[src/rtl/binary_erode3x3_if.sv]
// -----------------------------------------------------------------------------
// binary_erode3x3_if
//   Pixel-stream and status bundle for binary_erode3x3.
//   slave  : the erosion block (consumes pixels and geometry, drives results)
//   master : the upstream/downstream side (drives pixels and geometry)
//   Signals:
//     width, height  frame geometry, sampled on the first pixel of a frame
//     bypass         pass the centre pixel through instead of eroding
//     in_write       input pixel strobe, honoured only while in_ready=1
//     in_pixel       binary input pixel
//     in_ready       block accepts pixels
//     out_write      one-cycle strobe per output pixel
//     out_pixel      eroded (or bypassed) pixel
//     out_done       one-cycle pulse after the last output pixel of a frame
//     geom_err       sticky illegal-geometry flag
// -----------------------------------------------------------------------------
interface binary_erode3x3_if;
    logic [15:0] width;
    logic [15:0] height;
    logic        bypass;
    logic        in_write;
    logic        in_pixel;
    logic        in_ready;
    logic        out_write;
    logic        out_pixel;
    logic        out_done;
    logic        geom_err;

    modport slave (
        input  width, height, bypass, in_write, in_pixel,
        output in_ready, out_write, out_pixel, out_done, geom_err
    );

    modport master (
        output width, height, bypass, in_write, in_pixel,
        input  in_ready, out_write, out_pixel, out_done, geom_err
    );
endinterface

[src/rtl/binary_erode3x3.sv]
// -----------------------------------------------------------------------------
// binary_erode3x3
//   3x3 morphological erosion of a raster-order 1-bit pixel stream. Every input
//   pixel yields exactly one output pixel, in the same order; the output lags the
//   input by W+1 pixels, and the last W+1 outputs are flushed after the final
//   input with zeros standing in for the missing bottom row.
//   Ports:
//     clock    system clock
//     reset_n  synchronous active-low reset
//     bus      binary_erode3x3_if.slave (pixel stream, geometry, status)
//   Parameters:
//     MAX_WIDTH  row-buffer depth in pixels (largest supported frame width)
// -----------------------------------------------------------------------------
module binary_erode3x3 #(
    parameter int MAX_WIDTH = 640
) (
    input  logic               clock,
    input  logic               reset_n,
    binary_erode3x3_if.slave   bus
);
    localparam int AW = (MAX_WIDTH > 1) ? $clog2(MAX_WIDTH) : 1;

    typedef enum logic [1:0] {
        S_RUN,
        S_FLUSH,
        S_DONE
    } state_t;

    state_t          state;
    logic [15:0]     col;        // column of the next pixel to be stepped in
    logic [15:0]     row;        // row of the next pixel to be stepped in
    logic [15:0]     w_q;        // geometry latched at frame start
    logic [15:0]     h_q;
    logic [15:0]     flush_cnt;  // flush steps still to run

    // line0[c] holds row y-1, line1[c] holds row y-2 while row y is arriving.
    logic [MAX_WIDTH-1:0] line0;
    logic [MAX_WIDTH-1:0] line1;

    // Window columns, oldest (left) to newest (right). Bit 2 = top row, bit 0 =
    // bottom (current) row.
    logic [2:0]      win_l;
    logic [2:0]      win_m;
    logic [2:0]      win_r;

    logic            in_ready_q;
    logic            out_write_q;
    logic            out_pixel_q;
    logic            out_done_q;
    logic            geom_err_q;

    // ---------------------------------------------------------------------
    // Step datapath: shared between accepted pixels (RUN) and flush steps.
    // ---------------------------------------------------------------------
    logic            accept;
    logic            first;
    logic            geom_bad;
    logic            flush_step;
    logic            step;
    logic            px;
    logic [AW-1:0]   addr;
    logic [2:0]      new_col;
    logic            all9;
    logic            centre;
    logic [15:0]     cur_w;
    logic [15:0]     cur_h;
    logic            eol;
    logic            eof;
    logic            emit_run;
    logic            erode_run;

    assign accept     = bus.in_write & in_ready_q;
    assign first      = (col == 16'd0) && (row == 16'd0);
    assign geom_bad   = (bus.width < 16'd3) || (bus.height < 16'd3) ||
                        ({16'd0, bus.width} > 32'(MAX_WIDTH));
    assign flush_step = (state == S_FLUSH);
    assign step       = (accept && !(first && geom_bad)) || flush_step;
    assign px         = flush_step ? 1'b0 : bus.in_pixel;
    assign addr       = col[AW-1:0];
    assign new_col    = {line1[addr], line0[addr], px};
    assign all9       = &{win_m, win_r, new_col};

    // After the shift the old right column becomes the centre column; its
    // middle bit is the pixel whose output is being produced. This also holds
    // across a row wrap (col=0), where the centre is the previous row's last
    // pixel.
    assign centre     = win_r[1];

    // Geometry of the frame in progress; on the first pixel use the live value
    // since the latch has not happened yet.
    assign cur_w      = first ? bus.width  : w_q;
    assign cur_h      = first ? bus.height : h_q;
    assign eol        = (col == cur_w - 16'd1);
    assign eof        = eol && (row == cur_h - 16'd1);

    // Input j = row*W+col produces output j-W-1 once j >= W+1.
    assign emit_run   = (row >= 16'd2) || ((row == 16'd1) && (col != 16'd0));

    // Centre sits at (col-1,row-1). col>=2 keeps it off column 0, and col=0
    // maps to the previous row's last column, so it is excluded too. row>=2
    // keeps it off row 0; in RUN the centre never reaches the last row.
    assign erode_run  = all9 && (col >= 16'd2) && (row >= 16'd2);

    // ---------------------------------------------------------------------
    // Line buffers and window: no reset, stale contents are masked by the
    // row/column qualifiers above.
    // ---------------------------------------------------------------------
    always_ff @(posedge clock) begin
        if (step) begin
            line0[addr] <= px;
            line1[addr] <= line0[addr];
        end
    end

    // ---------------------------------------------------------------------
    // Control FSM with registered outputs.
    // ---------------------------------------------------------------------
    always_ff @(posedge clock) begin
        if (!reset_n) begin
            state       <= S_RUN;
            col         <= 16'd0;
            row         <= 16'd0;
            w_q         <= 16'd0;
            h_q         <= 16'd0;
            flush_cnt   <= 16'd0;
            win_l       <= 3'b000;
            win_m       <= 3'b000;
            win_r       <= 3'b000;
            in_ready_q  <= 1'b1;
            out_write_q <= 1'b0;
            out_pixel_q <= 1'b0;
            out_done_q  <= 1'b0;
            geom_err_q  <= 1'b0;
        end else begin
            out_write_q <= 1'b0;
            out_done_q  <= 1'b0;

            if (step) begin
                win_l <= win_m;
                win_m <= win_r;
                win_r <= new_col;
            end

            case (state)
                S_RUN: begin
                    if (accept) begin
                        if (first && geom_bad) begin
                            // Dead until reset: in_ready stays low.
                            geom_err_q <= 1'b1;
                            in_ready_q <= 1'b0;
                        end else begin
                            if (first) begin
                                w_q <= bus.width;
                                h_q <= bus.height;
                            end
                            out_write_q <= emit_run;
                            out_pixel_q <= bus.bypass ? centre : erode_run;
                            if (eof) begin
                                state      <= S_FLUSH;
                                in_ready_q <= 1'b0;
                                col        <= 16'd0;
                                row        <= 16'd0;
                                flush_cnt  <= cur_w + 16'd1;
                            end else if (eol) begin
                                col <= 16'd0;
                                row <= row + 16'd1;
                            end else begin
                                col <= col + 16'd1;
                            end
                        end
                    end
                end

                S_FLUSH: begin
                    // Remaining outputs are the last column of row H-2 and the
                    // whole of row H-1: all border pixels, so the eroded value
                    // is 0 and only bypass needs the window.
                    out_write_q <= 1'b1;
                    out_pixel_q <= bus.bypass & centre;
                    col         <= (col == w_q - 16'd1) ? 16'd0 : col + 16'd1;
                    flush_cnt   <= flush_cnt - 16'd1;
                    if (flush_cnt == 16'd1) begin
                        state <= S_DONE;
                        col   <= 16'd0;
                    end
                end

                S_DONE: begin
                    // Two cycles: pulse out_done, then reopen the input.
                    if (!out_done_q) begin
                        out_done_q <= 1'b1;
                    end else begin
                        state      <= S_RUN;
                        in_ready_q <= 1'b1;
                    end
                end

                default: begin
                    state      <= S_RUN;
                    in_ready_q <= ~geom_err_q;
                end
            endcase
        end
    end

    assign bus.in_ready  = in_ready_q;
    assign bus.out_write = out_write_q;
    assign bus.out_pixel = out_pixel_q;
    assign bus.out_done  = out_done_q;
    assign bus.geom_err  = geom_err_q;

endmodule

[src/flat_wrapper.sv]
// flat-port wrapper written by rule: the top's interface ports become plain ports
module binary_erode3x3_flat 
#(
    parameter int MAX_WIDTH = 640
)
  (clock, reset_n, bus_width, bus_height, bus_bypass, bus_in_write, bus_in_pixel, bus_in_ready, bus_out_write, bus_out_pixel, bus_out_done, bus_geom_err);
  binary_erode3x3_if bus_i ();
  input  logic clock;
  input  logic reset_n;
  input wire logic [$bits(bus_i.width)-1:0] bus_width;
  input wire logic [$bits(bus_i.height)-1:0] bus_height;
  input wire logic [$bits(bus_i.bypass)-1:0] bus_bypass;
  input wire logic [$bits(bus_i.in_write)-1:0] bus_in_write;
  input wire logic [$bits(bus_i.in_pixel)-1:0] bus_in_pixel;
  output wire logic [$bits(bus_i.in_ready)-1:0] bus_in_ready;
  output wire logic [$bits(bus_i.out_write)-1:0] bus_out_write;
  output wire logic [$bits(bus_i.out_pixel)-1:0] bus_out_pixel;
  output wire logic [$bits(bus_i.out_done)-1:0] bus_out_done;
  output wire logic [$bits(bus_i.geom_err)-1:0] bus_geom_err;
  assign bus_i.width = bus_width;
  assign bus_i.height = bus_height;
  assign bus_i.bypass = bus_bypass;
  assign bus_i.in_write = bus_in_write;
  assign bus_i.in_pixel = bus_in_pixel;
  assign bus_in_ready = bus_i.in_ready;
  assign bus_out_write = bus_i.out_write;
  assign bus_out_pixel = bus_i.out_pixel;
  assign bus_out_done = bus_i.out_done;
  assign bus_geom_err = bus_i.geom_err;
  binary_erode3x3 #(.MAX_WIDTH(MAX_WIDTH)) u_core (.clock(clock), .reset_n(reset_n), .bus(bus_i));
endmodule
[config.mk]
export PLATFORM = sky130hd
export DESIGN_NAME = binary_erode3x3_flat
export DESIGN_NICKNAME = d
export VERILOG_FILES = /design/src/rtl/binary_erode3x3_if.sv /design/src/rtl/binary_erode3x3.sv /design/src/flat_wrapper.sv
export SDC_FILE = /design/constraint.sdc
export NUM_CORES = 2
export LEC_CHECK = 0
export CORE_AREA = 2 2 346 348
export DETAILED_ROUTE_END_ITERATION = 8
export DIE_AREA = 0 0 348 350
export GPL_ROUTABILITY_DRIVEN = 1
export PLACE_DENSITY = 0.61
export REMOVE_ABC_BUFFERS = 1
export SYNTH_ARGS = -nofsm -noshare
export SYNTH_HDL_FRONTEND = slang
export SYNTH_SLANG_ARGS = --single-unit
[constraint.sdc]
create_clock -name clock -period 21.6 [get_ports clock]
set_input_delay 6.48 -clock clock [delete_from_list [all_inputs] [get_ports clock]]
set_output_delay 6.48 -clock clock [all_outputs]
set_load 0.01 [all_outputs]
==> run summary <==
After clock tree synthesis, the clock-pin slew on the worst setup and hold paths is 0.06 ns. The worst relative slew slack was 17.3%; the ratio of total power to cell area was 81.7 nW/um^2. Summed over all cells, the static leakage comes to 0.0193 uW. The hold violation count in the final report was 0.

From bottom edge to top edge, the die measures 350 um. The number of gates given a new drive strength after cts was 0. The worst hold path terminates at u_core.h_q[14]. In this run the register-to-register setup slack is 13.28 ns.

The minimum clock period was 10.73 ns. In this run the number of H-tree levels came out at 4. Once detailed placement completed, the half-perimeter wirelength came to 92800 um. The area growth from synthesis to layout is 10.8%. The number of diodes added for antenna fixing came out at 0.

In this run the clock root is driven by a clkbuf_16. The first detailed-routing pass took 5 iterations. The top-level port count is 42. The flop and latch count out of synthesis came out at 1373. A synthesized cell averages 15.4 sq um.

The first routing iteration left 4437 violations. For the accumulated negative setup slack, the log shows 0 ns. The synthesized design contains 1280 enable-type register cells.

The startpoint of the most critical hold path was u_core.h_q[14]. Clock latency on the worst-skew pair, taken at its later pin, is 0.76 ns. During synthesis, Yosys emitted a total of 0 warnings. Based on the critical path, the design can be clocked at up to 93.2 MHz. The count of cells along the worst hold path is 2. The worst setup path is launched from an input pin. After detailed routing, the total wire length is 160000 um. The horizontal die dimension was 348 um. The data required time of the worst path is 22.01 ns. Of all nets on the critical path, the largest fanout is 46. The global-route total usage across every layer is 26.5%. For this run the aggregate overflow at the end of global routing stands at 0. The flow ran to the end, and the final reports show no timing, DRC or antenna violations. Initial antenna violation count: 4.

The startpoint of the worst register-to-register path was u_core.col[1]. The tool flagged a number of max-cap violations equal to 0. The worst hold path belongs to the class flip-flop to flip-flop. Setup violations remaining at the end of the flow were counted as 0. Setup repair after global routing left no endpoint under its margin. The full die area is 122000 sq um. At the worst endpoint, the arrival time is 11.14 ns.

The worst setup path is of the input pin to flip-flop kind. In this run the remaining antenna-violating nets after routing total 0. For this run, asynchronously set or reset flops after synthesis account for 0%. The number of nets in the layout was 3826. After clock tree synthesis, the flow added hold-fix buffers numbering 0. The residual DRC count is 0, and the count of cell types in the netlist is 83.

The maximum resistive drop on vdd was 0.0000686 V; the post-synthesis instance area was 58700 sq um. The worst register-to-register path has a depth of 11. For the global placement routability congestion, the log shows 0.890.

The clock arrives with 0.0311 ns of skew. Clock tree synthesis found a total of 1373 sinks. The final-report max-slew violation count was 0; the slew at the pin closest to its max-slew limit was 1.24 ns.

The first global-routing pass estimated 234000 um of wire. Via count of the first global-routing pass: 35.0k. In this run the deepest clock path goes through 3 buffers. The starting density of the core was 49.8%. The routed layout has 34.7k vias. The detail-routed net length per standard cell is 29.6 um, and the row count is 126.

Counting every instance in the synthesized netlist gives 3802. The worst path uses 49.7% of the clock period. The tools report the element type at the critical path end as a flip-flop. Entering global routing, the biggest net connects 244 pins.

Hold timing on the final database bottoms out at a slack of 0.468 ns. Among all flip-flop cells after synthesis, the most frequent one is edfxtp_1. After detailed routing, the number of vias per cell comes to 6.40.

The number of setup buffers added after CTS is 0. TritonCTS built the clock tree. The share of the Yosys chip area taken by registers is 68.7%. In this run the tool buffered the top-level ports with 41 buffer cells. The floorplan step defined a core boundary enclosing 118000 sq um. The destination of the worst register-to-register timing path was u_core.line1[136].

The share of final-layout standard cells stronger than drive strength 1 was 16.9%; the number of CTS-inserted buffers was 142.
==> metrics by stage <==
| step | util [%] | instances | setup slack [ns] | cell area [sq um] | total power [uW] |
|---|---|---|---|---|---|
| finish | 55.2 | 5423 | 10.87 | 65100 | 5320 |
| detailed placement | 51.5 | 5167 | 10.25 | 60600 | 3020 |
| global route | 55.2 | 5423 | 10.60 | 65100 | 5460 |
| floorplan | - | 3503 | -4.28 | 57500 | 3010 |
| global placement | 51.5 | 5167 | 10.32 | 60600 | 3020 |
| CTS | 55.2 | 5423 | 11.01 | 65100 | 5350 |
==> final cells by class <==
cell class                 count  area [sq um]
clock inverter                77           662
tap                         1536          1920
fill                        9294         52700
multi-input combinational   2097         17200
inverter                      33           124
timing repair buffer         128          1110
clock buffer                 179          3770
sequential                  1373         40300
==> how the worst max path moves through the flow <==
stage | to | from
3_3_place_gp | u_core.line0[7] | bus_width[0]
5_1_grt | u_core.line0[457] | bus_width[0]
6_report | u_core.line1[203] | bus_width[0]
2_1_floorplan | u_core.line1[0] | u_core.col[0]
3_5_place_dp | u_core.line1[39] | bus_width[0]
4_1_cts | u_core.line1[203] | bus_width[0]
==> synthesized netlist by cell type (all sizes together), types with 19 or more instances <==
| cell | number | area (sq um) |
|---|---|---|
| nand2 | 176 | 661 |
| o21ai | 28 | 140 |
| mux4 | 330 | 7430 |
| inv | 32 | 120 |
| nand3 | 85 | 430 |
| dfxtp | 93 | 1860 |
| xor2 | 37 | 324 |
| edfxtp | 1280 | 38400 |
| or3 | 20 | 125 |
| a22oi | 162 | 1220 |
| nor3 | 45 | 258 |
| mux2i | 39 | 390 |
| nand4 | 62 | 400 |
| clkbuf | 228 | 856 |
| nor4 | 33 | 231 |
| buf | 71 | 340 |
| and3 | 23 | 144 |
| and2 | 19 | 119 |
| nor2 | 733 | 2750 |
| xnor2 | 68 | 596 |
| a21oi | 61 | 305 |
==> worst max-delay path, cell delays in order <==
cell,delay (ns)
clkdlybuf4s50_1,0.54
or4_1,0.63
o41a_1,0.37
o21ai_0,0.26
a31o_2,0.28
and3_1,0.27
or2_2,0.14
buf_4,0.58
nand3_1,1.01
nor2_1,0.49
==> power breakdown <==
group | internal (uW) | leakage (uW) | switching [uW]
combinational | 25.5 | 0.00491 | 53.5
sequential | 2890 | 0.0123 | 1.21
clock | 1340 | 0.00215 | 1010
==> routing by layer <==
layer | GRT usage, % | share of wire (%) | vias to the layer above
met4 | 9.80 | 3.5 | 0
li1 | - | - | 14700
met5 | 0 | 0 | -
met1 | 36.5 | 40 | 18100
met2 | 42.9 | 48 | 1588
met3 | 4.29 | 8.2 | 279
==> flip-flops by register name, indices dropped and copies added, names as in the netlist <==
register / flops
u_core.flush_cnt: 16
u_core.bus.out_write: 1
u_core.bus.out_done: 1
u_core.h_q: 16
u_core.bus.out_pixel: 1
u_core.col: 16
u_core.win_m: 3
u_core.w_q: 16
u_core.row: 16
u_core.bus.geom_err: 1
u_core.line0: 640
u_core.bus.in_ready: 1
u_core.win_r: 3
u_core.line1: 640
u_core.state: 2
==> cells in the final DEF, fill, tap and decap left out, types with 16 or more instances in the layout <==
| cell type | n |
|---|---|
| nand4_1 | 60 |
| clkdlybuf4s50_1 | 41 |
| xor2_1 | 37 |
| nor2_1 | 732 |
| nand2_1 | 170 |
| mux2i_1 | 39 |
| and2_1 | 16 |
| clkinv_1 | 38 |
| buf_4 | 83 |
| inv_1 | 31 |
| dfxtp_1 | 91 |
| nor3_1 | 39 |
| mux4_2 | 330 |
| a21oi_1 | 61 |
| and3_1 | 21 |
| or3_1 | 20 |
| xnor2_1 | 68 |
| a22oi_1 | 162 |
| o21ai_0 | 28 |
| clkbuf_16 | 145 |
| nor4_1 | 29 |
| nand3_1 | 79 |
| edfxtp_1 | 1280 |
| clkbuf_1 | 33 |
==> cell families (layout without fill, tap and decap cells) <==
group                      Yosys count  count (layout)  share of synthesized area, %
muxes                              374             374                          13.4
adders and majority gates           14              14                         0.298
and+or+nand+nor                   1254            1254                          9.47
AOI/OAI and AO/OA                  348             348                          4.25
xor gates and xnor gates           107             107                          1.64
buffers and inverters              332             417                          2.25
DFF                               1373            1373                          68.7
No activity file was read; power rests on OpenSTA's default activity.
